## src/rtl/axichannel_dep_replayer.sv

```systemverilog
// Replays logged AXI channel beats in order, holding each entry until its
// dependency mask has been satisfied by runtime end events from other channels.
module axichannel_dep_replayer #(
   parameter int DATA_WIDTH       = 64,
   parameter int PIPE_DEPTH       = 2,
   parameter int FIFO_DEPTH       = 32,
   parameter int ALMFUL_THRESHOLD = 8,
   parameter int LOGE_CHANNEL_CNT = 8,
   parameter int TIMEOUT_CYCLES   = 0
) (
   input  logic                          clk,
   input  logic                          rstn,
   input  logic                          in_valid,
   input  logic                          logb_valid,
   input  logic [DATA_WIDTH-1:0]         logb_data,
   input  logic [LOGE_CHANNEL_CNT-1:0]   loge_valid,
   output logic                          in_almful,
   input  logic [LOGE_CHANNEL_CNT-1:0]   rt_loge_valid,
   output logic                          out_valid,
   input  logic                          out_ready,
   output logic [DATA_WIDTH-1:0]         out_data,
   output logic [$clog2(FIFO_DEPTH):0]   occupancy,
   output logic                          fifo_overflow,
   output logic                          dep_timeout
);

   localparam int PW = $clog2(FIFO_DEPTH);
   localparam int OW = PW + 1;
   localparam int EW = 1 + DATA_WIDTH + LOGE_CHANNEL_CNT;
   localparam int BW = 1 + EW;
   localparam int TW = (TIMEOUT_CYCLES > 0) ? $clog2(TIMEOUT_CYCLES + 1) : 1;

   typedef enum logic [1:0] {IDLE, DEP, ISSUE} state_t;

   state_t                        state, state_next;
   logic [BW-1:0]                 beat_in, beat_p;
   logic                          almful_raw;
   logic [EW-1:0]                 mem [FIFO_DEPTH];
   logic [PW-1:0]                 wr_ptr, rd_ptr;
   logic [LOGE_CHANNEL_CNT-1:0]   seen;
   logic [TW-1:0]                 wd_cnt;
   logic                          wr_en, wr_acc, full, pop, remain, dep_ok;
   logic [EW-1:0]                 head;
   logic                          head_lv;
   logic [DATA_WIDTH-1:0]         head_data;
   logic [LOGE_CHANNEL_CNT-1:0]   head_mask;

   function automatic logic [TW-1:0] wd_inc(input logic [TW-1:0] c);
      if (int'(c) >= TIMEOUT_CYCLES) return c;
      return c + TW'(1);
   endfunction

   assign beat_in    = {in_valid, logb_valid, logb_data, loge_valid};
   assign almful_raw = (OW'(FIFO_DEPTH) - occupancy) <= OW'(ALMFUL_THRESHOLD);

   // Inbound beat and almful delay lines (stage 0 .. PIPE_DEPTH-1)
   generate
      if (PIPE_DEPTH == 0) begin : g_nopipe
         assign beat_p    = beat_in;
         assign in_almful = almful_raw;
      end else begin : g_pipe
         logic [BW-1:0]         beat_sr [PIPE_DEPTH];
         logic [PIPE_DEPTH-1:0] alm_sr;
         always_ff @(posedge clk or negedge rstn) begin
            if (!rstn) begin
               for (int i = 0; i < PIPE_DEPTH; i++) beat_sr[i] <= '0;
               alm_sr <= '0;
            end else begin
               beat_sr[0] <= beat_in;
               alm_sr[0]  <= almful_raw;
               for (int i = 1; i < PIPE_DEPTH; i++) begin
                  beat_sr[i] <= beat_sr[i-1];
                  alm_sr[i]  <= alm_sr[i-1];
               end
            end
         end
         assign beat_p    = beat_sr[PIPE_DEPTH-1];
         assign in_almful = alm_sr[PIPE_DEPTH-1];
      end
   endgenerate

   assign wr_en     = beat_p[BW-1];
   assign full      = (occupancy == OW'(FIFO_DEPTH));
   // A pop frees a slot in the same cycle, so a write into a full FIFO survives it
   assign wr_acc    = wr_en && (!full || pop);
   assign head      = mem[rd_ptr];
   assign head_lv   = head[EW-1];
   assign head_data = head[LOGE_CHANNEL_CNT +: DATA_WIDTH];
   assign head_mask = head[LOGE_CHANNEL_CNT-1:0];
   assign dep_ok    = (((seen | rt_loge_valid) & head_mask) == head_mask);
   // Pops only happen with an entry present, so anything beyond one entry or a new write remains
   assign remain    = (occupancy > OW'(1)) || wr_en;

   always_comb begin
      state_next = state;
      pop        = 1'b0;
      case (state)
         IDLE:  if (occupancy != '0) state_next = DEP;
         DEP: begin
            if (dep_ok) begin
               if (head_lv) begin
                  state_next = ISSUE;
               end else begin
                  pop        = 1'b1;
                  state_next = remain ? DEP : IDLE;
               end
            end
         end
         ISSUE: begin
            if (out_ready) begin
               pop        = 1'b1;
               state_next = remain ? DEP : IDLE;
            end
         end
         default: state_next = IDLE;
      endcase
   end

   always_ff @(posedge clk) begin
      if (wr_acc) mem[wr_ptr] <= beat_p[EW-1:0];
   end

   // FIFO control, dependency tracking, issue register and watchdog
   always_ff @(posedge clk or negedge rstn) begin
      if (!rstn) begin
         state         <= IDLE;
         wr_ptr        <= '0;
         rd_ptr        <= '0;
         occupancy     <= '0;
         seen          <= '0;
         wd_cnt        <= '0;
         out_valid     <= 1'b0;
         out_data      <= '0;
         fifo_overflow <= 1'b0;
         dep_timeout   <= 1'b0;
      end else begin
         state     <= state_next;
         occupancy <= occupancy + OW'(wr_acc) - OW'(pop);
         if (wr_acc) wr_ptr <= wr_ptr + PW'(1);
         if (pop)    rd_ptr <= rd_ptr + PW'(1);
         if (wr_en && full && !pop) fifo_overflow <= 1'b1;
         seen      <= (seen | rt_loge_valid) & ~(pop ? head_mask : '0);
         out_valid <= (state_next == ISSUE);
         if (state == DEP && state_next == ISSUE) out_data <= head_data;
         if (state == DEP) begin
            if (TIMEOUT_CYCLES > 0 && int'(wd_cnt) + 1 >= TIMEOUT_CYCLES) dep_timeout <= 1'b1;
            wd_cnt <= (state_next == DEP) ? wd_inc(wd_cnt) : '0;
         end else begin
            wd_cnt <= '0;
         end
      end
   end

endmodule

```

## config.mk

```make
export PLATFORM = sky130hd
export DESIGN_NAME = axichannel_dep_replayer
export DESIGN_NICKNAME = d
export VERILOG_FILES = /design/src/rtl/axichannel_dep_replayer.sv
export SDC_FILE = /design/constraint.sdc
export NUM_CORES = 2
export LEC_CHECK = 0
export ABC_AREA = 1
export BUFFER_PORTS_ARGS = -buffer_cell sky130_fd_sc_hd__buf_2
export CORE_ASPECT_RATIO = 0.7
export CORE_UTILIZATION = 23
export CTS_CLUSTER_DIAMETER = 60
export CTS_CLUSTER_SIZE = 16
export DETAILED_ROUTE_END_ITERATION = 8
export PLACE_DENSITY = 0.39
export SETUP_SLACK_MARGIN = 0.05
export SYNTH_ARGS = -nofsm -noshare
export SYNTH_HDL_FRONTEND = slang
export SYNTH_SLANG_ARGS = --single-unit
```

## constraint.sdc

```tcl
create_clock -name clk -period 7.35 [get_ports clk]
set_input_delay 0 -clock clk [delete_from_list [all_inputs] [get_ports clk]]
set_output_delay 0 -clock clk [all_outputs]
set_load 0.01 [all_outputs]
```

Word-level counts from Yosys, hierarchy flattened
Memory sizes are Yosys's and may differ from the RTL's.
Index checks and enable logic that the tools add are counted.

cells by class
  $add $sub $neg = 5
  multipliers = 0
  divide/modulo/power cells = 0
  order comparisons = 2
  equality and inequality tests = 5
  shift-type cells = 0
  multiplexer cells = 13
  bitwise gates (word level) = 4
  reductions and logical operators = 10

operators with widths
  kind                                                                               number
  8-bit bitwise AND                                                                  2
  5-bit by 1-bit adder with 5-bit output (second input constant)                     2
  8-bit == test                                                                      1
  2-bit two-way mux                                                                  4
  8-bit two-way mux                                                                  1
  8-bit inverter                                                                     1
  8-bit OR                                                                           1
  6-bit by 1-bit adder with 6-bit output                                             1
  6-bit == test (second input constant)                                              1
  6-bit by 1-bit greater-than comparator with 1-bit output (second input constant)   1
  6-bit by 4-bit less-or-equal comparator with 1-bit output (second input constant)  1
  1-bit two-way mux                                                                  6
  2-bit one-hot mux with 3 select lines                                              1
  6-bit nonzero test                                                                 1
  6-bit by 1-bit subtractor with 6-bit output                                        1
  6-bit subtractor (first input constant)                                            1
  2-bit == test (second input constant)                                              2
  1-bit logical AND                                                                  4
  2-bit by 1-bit == test with 1-bit output (second input constant)                   1
  1-bit logical NOT                                                                  2
  2-bit logical NOT                                                                  1
  1-bit logical OR                                                                   2
  1-bit one-hot mux with 2 select lines                                              1

word-level totals
  register bits after elaboration = 242
  bits in latches = 0
  memory bits (writable) = 2336
  memory bits (read-only) = 0
  input bits = 85
  word-level logic and storage cells = 51
  memories kept = 1

memory list
  memory  depth  bits a word  rd ports  clocked after memory_dff  wr ports  RTL line  source
  mem     32     73           1         0                         1         38        logic [EW-1:0] mem [FIFO_DEPTH];

Longest topological paths before layout
  word-level depth = 9
  gate-level depth with buffers = 28
  gate-level depth less buffers = 26

Least setup slack after synthesis
OpenSTA, ideal clock, no wires.

  path type = flip-flop to flip-flop
  start point = register rd_ptr[0]
  end point = memory mem[1][0] in the netlist's numbering, enable pin
  arrival = 7.082 ns
  path slack = -0.326 ns
  stages on the path, launching flop included = 20
  buffers on the path = 4
  path through = dfrtp_1 > buf_6 > buf_6 > buf_6 > nor2_1 > nor2_1 > o21ai_1 > nand3_1 > nand3_1 > nand2_1 > nand3_1 > nand2_1 > nor2_4 > nand3_2 > o21ai_2 > nand2_2 > nand2_4 > nand2_4 > buf_6 > nor3_1

on the way
  word-level cells in the longest chain between the ends = 9
  elaborated cells between the ends (all ways) = 10
  those cells by class = 1 x eq/ne; 5 x mux; 1 x bitwise; 2 x reduce/logical; 1 x memory

ends and longest elaborated chain
  element                                      RTL line  source
  from (decl)                                  39        logic [PW-1:0] wr_ptr, rd_ptr;
  from (signal assigned)                       140       if (pop) rd_ptr <= rd_ptr + PW'(1);
  memory 32 x 73 bit (*)                       --
  8-bit bitwise AND                            90        assign dep_ok = (((seen | rt_loge_valid) & head_mask) == head_mask);
  8-bit == test                                90
  1-bit two-way mux (*)                        100       if (dep_ok) begin
  1-bit one-hot mux with 2 select lines (*)    97        case (state)
  1-bit logical OR (*)                         85        assign wr_acc = wr_en && (!full || pop);
  1-bit logical AND (*)                        85
  1-bit two-way mux (*)                        120       if (wr_acc) mem[wr_ptr] <= beat_p[EW-1:0];
  1-bit two-way mux (not written as such) (*)  120
  to (decl)                                    38

Every way passes the cells marked *; elsewhere a longest branch is shown, timed or not.

Worst setup path in the final report
  start point = register rd_ptr[2]
  end point = memory mem[25][38] in the netlist's numbering, enable pin

Same word-level chain as after synthesis.

==> impl_results.md <==
* Worst r2r src: rd_ptr[2]
* Worst-skew pair later-pin latency at 930 ps
* Power density over cell area at 374 mW/mm²
* Die H at 552 µm
* DP Wirelength at 172,000 µm
* Endpoints failing setup at 0
* Yosys warns at 1
* Initial Util at 23.2%
* Clock Path Buffers at 4
* RePlAce Congestion at 0.727
* CP required at 7850 ps
* Crit-path max FO at 61
* Worst-Margin Slew at 1240 ps
* Type of origin of the critical path: flop
* Remaining Overflow, GRT at 0
* Register bit total from synthesis at 2,578
* DRT iter0 DRCs at 5,569
* FF+latch area at 0.0762 mm²
* Final antenna-violating net count at 0
* Cts repair resizes at 0
* Initial antenna violation count at 16
* Max incr delay on CP at 990 ps
* Sequential share of the synthesized area at 76.7%
* TritonCTS buffer count at 212
* Vias per cell at 4.61
* Critical Path, Cell by Cell: inv_8 > nand2_1 > inv_8 > nand2_1 > nand3_1 > nand2_1 > nand3_2 > o21ai_2 > nand2_2 > nand2_4 > nand2_4 > nor3_2 > buf_4
* # nets final at 7,709
* Top cell type's share of synthesized area at 70.6%
* PortBufs at 157
* WL/cell at 25.1 µm
* RSZ-0062 raised after global routing: no
* Die area at 0.435 mm²
* Total of max-cap violations at 0
* Largest net degree at the start of global routing at 187
* Wire length of the first global-routing pass at 477,000 µm
* Clock transition at the registers of the reported paths at 70 ps
* Postcts setup bufs at 0
* Syn_area_per_cell at 13.5 µm²
* Worst EP arrival at 6590 ps
* Fmax at 164 MHz
* Fin Clk Skew at 99.1 ps
* Hold_buf cts at 174
* Multi-input gate area at 0.0203 mm²
* Core area at 0.429 mm²
* IO Count at 159
* Die W at 788 µm
* Vias at 61,900
* Hold Startpoint: logb_data[53]
* Number of core rows at 201
* Fraction of layout cells with a size suffix above 1 at 9.25%
* GRT Util Overall at 15.0%
* Synthesis-to-layout area growth at 16.0%
* Routed WL at 337,000 µm
* Final Hold Slack at 239 ps
* Syn Inst Count at 7,382
* Crit path time final at 6090 ps
* Setup TNS at 0 ps
* Worst Hold Class: input port to flop
* Lkg Pwr at 37.3 nW
* Run status: finished clean
* Vias in the first global route at 60,500
* Critical path class: flop to flop
* Synth Cell Area at 0.0993 mm²
* Slew HR at 16.8%
* Netlist cell types at 46
* H-Tree Depth at 4
* Clock sinks at 2,578
* Worst Setup End Kind: flop
* CP max stage cell: nor3_2
* DRC at 0
* Worst setup startpoint: rd_ptr[2]
* Maximum vdd drop at 0.000365 V
* Crit-path most repeated cell: nand2_1
* Period utilization at 82.9%
* Syn Nets at 7,488
* Synth area leader: edfxtp_1
* 1st-pass router iterations at 6
* Dominant cells by area after synthesis: edfxtp_1 (71%), dfrtp_1 (6.1%), o21ai_0 (5.3%)
* CTS tree: yes
* Slew Limit Fails at 0
* Root buf cell: clkbuf_16
* Count of final hold-check violations at 0
* Fillers at 44,000
power breakdown:
| group | switching (mW) | internal, mW |
|---|---|---|
| sequential | 0.484 | 16.8 |
| combinational | 10.7 | 3.71 |
| clock | 5.65 | 5.78 |
flip-flops by register name, summed over array words and instances (netlist names):
name            count
rd_ptr              5
beat_p             74
g_pipe.beat_sr     74
out_valid           1
fifo_overflow       1
out_data           64
mem              2336
seen                8
occupancy           6
wr_ptr              5
state               2
g_pipe.alm_sr       2
metal layers:
metal	GRT usage (%)	up-vias	part of all wire [%]
li1	-	27600	-
met1	22.7	32200	50
met2	22.5	1691	43
met3	2.36	378	5.3
met4	3.34	2	2.2
met5	0	-	0.0041
kinds of logic (layout without fill, tap and decap cells):
logic type,after synthesis,count (layout),share of synthesized area [%]
AO/OA/AOI/OAI,1847,1847,10.7
XOR/XNOR,10,10,0.0882
adder cells (fa/ha/maj),21,21,0.272
buffers and inverters,664,1025,3.00
flip-flops,2578,2578,76.7
other,1,6,0.00377
AND/OR/NAND/NOR,2261,2261,9.19
synth_stat cells, drive strengths merged:
cell type,instances
a211oi,7
a21oi,53
a221oi,21
a31o,16
a31oi,73
a32oi,21
buf,208
clkbuf,304
clkinv,4
conb,1
dfrtp,242
edfxtp,2336
fa,1
ha,20
inv,148
nand2,643
nand3,255
nand3b,1
nand4,6
nor2,1270
nor3,58
o211ai,31
o21ai,1115
o21bai,1
o221ai,153
o22ai,355
o31ai,1
or2,28
xnor2,1
xor2,9
final cells by class:
cell class,count,area share (%)
timing repair buffer,519,3.90
multi-input combinational,4140,17.6
clock buffer,291,4.99
clock inverter,63,0.637
sequential,2578,66.1
antenna,5,0.0109
tap,5684,6.17
inverter,152,0.546
path summary, 6_finish.rpt:
check	endpoint	slack, ps	cells after the start
max in group asynchronous	beat_p[1]	5970	5
min in group asynchronous	out_data[6]	330	4
worst min register to register	beat_p[24]	340	0
worst min-delay path	g_pipe.beat_sr[135]	240	3
worst max register to register	mem[25][38]	1260	13
worst max-delay path	mem[25][38]	1260	13
cells in the final DEF (no fill, tap or decap), drive strengths merged, types with 73 or more instances in the layout:
| cell type | instances |
|---|---|
| nand3 | 255 |
| a31oi | 73 |
| clkbuf | 291 |
| inv | 174 |
| buf | 346 |
| edfxtp | 2336 |
| o221ai | 153 |
| dfrtp | 242 |
| nor2 | 1270 |
| o21ai | 1115 |
| nand2 | 643 |
| o22ai | 355 |
| dlygate4sd3 | 173 |
critical path: cells and delay by family, from the launching register on:
| kind | cells | cell delay (ps) |
|---|---|---|
| and+or+nand+nor | 9 | 3390 |
| DFF | 1 | 780 |
| AOI/OAI and AO/OA | 1 | 180 |
| buffers and inverters | 3 | 1190 |
metrics by stage:
step	instances	instance area, µm²	setup WS [ps]	power (mW)	util [%]
after floorplan	7382	99300	-326	26.2	-
after global placement	12900	107000	1340	32.1	24.9
after detailed placement	12900	107000	1270	32.1	24.9
after CTS	13400	115000	1180	43.7	26.9
after global routing	13400	115000	1000	45.4	26.9
final	13400	115000	1260	43.1	26.9
Note: power is estimated with default switching activity, not from simulation.
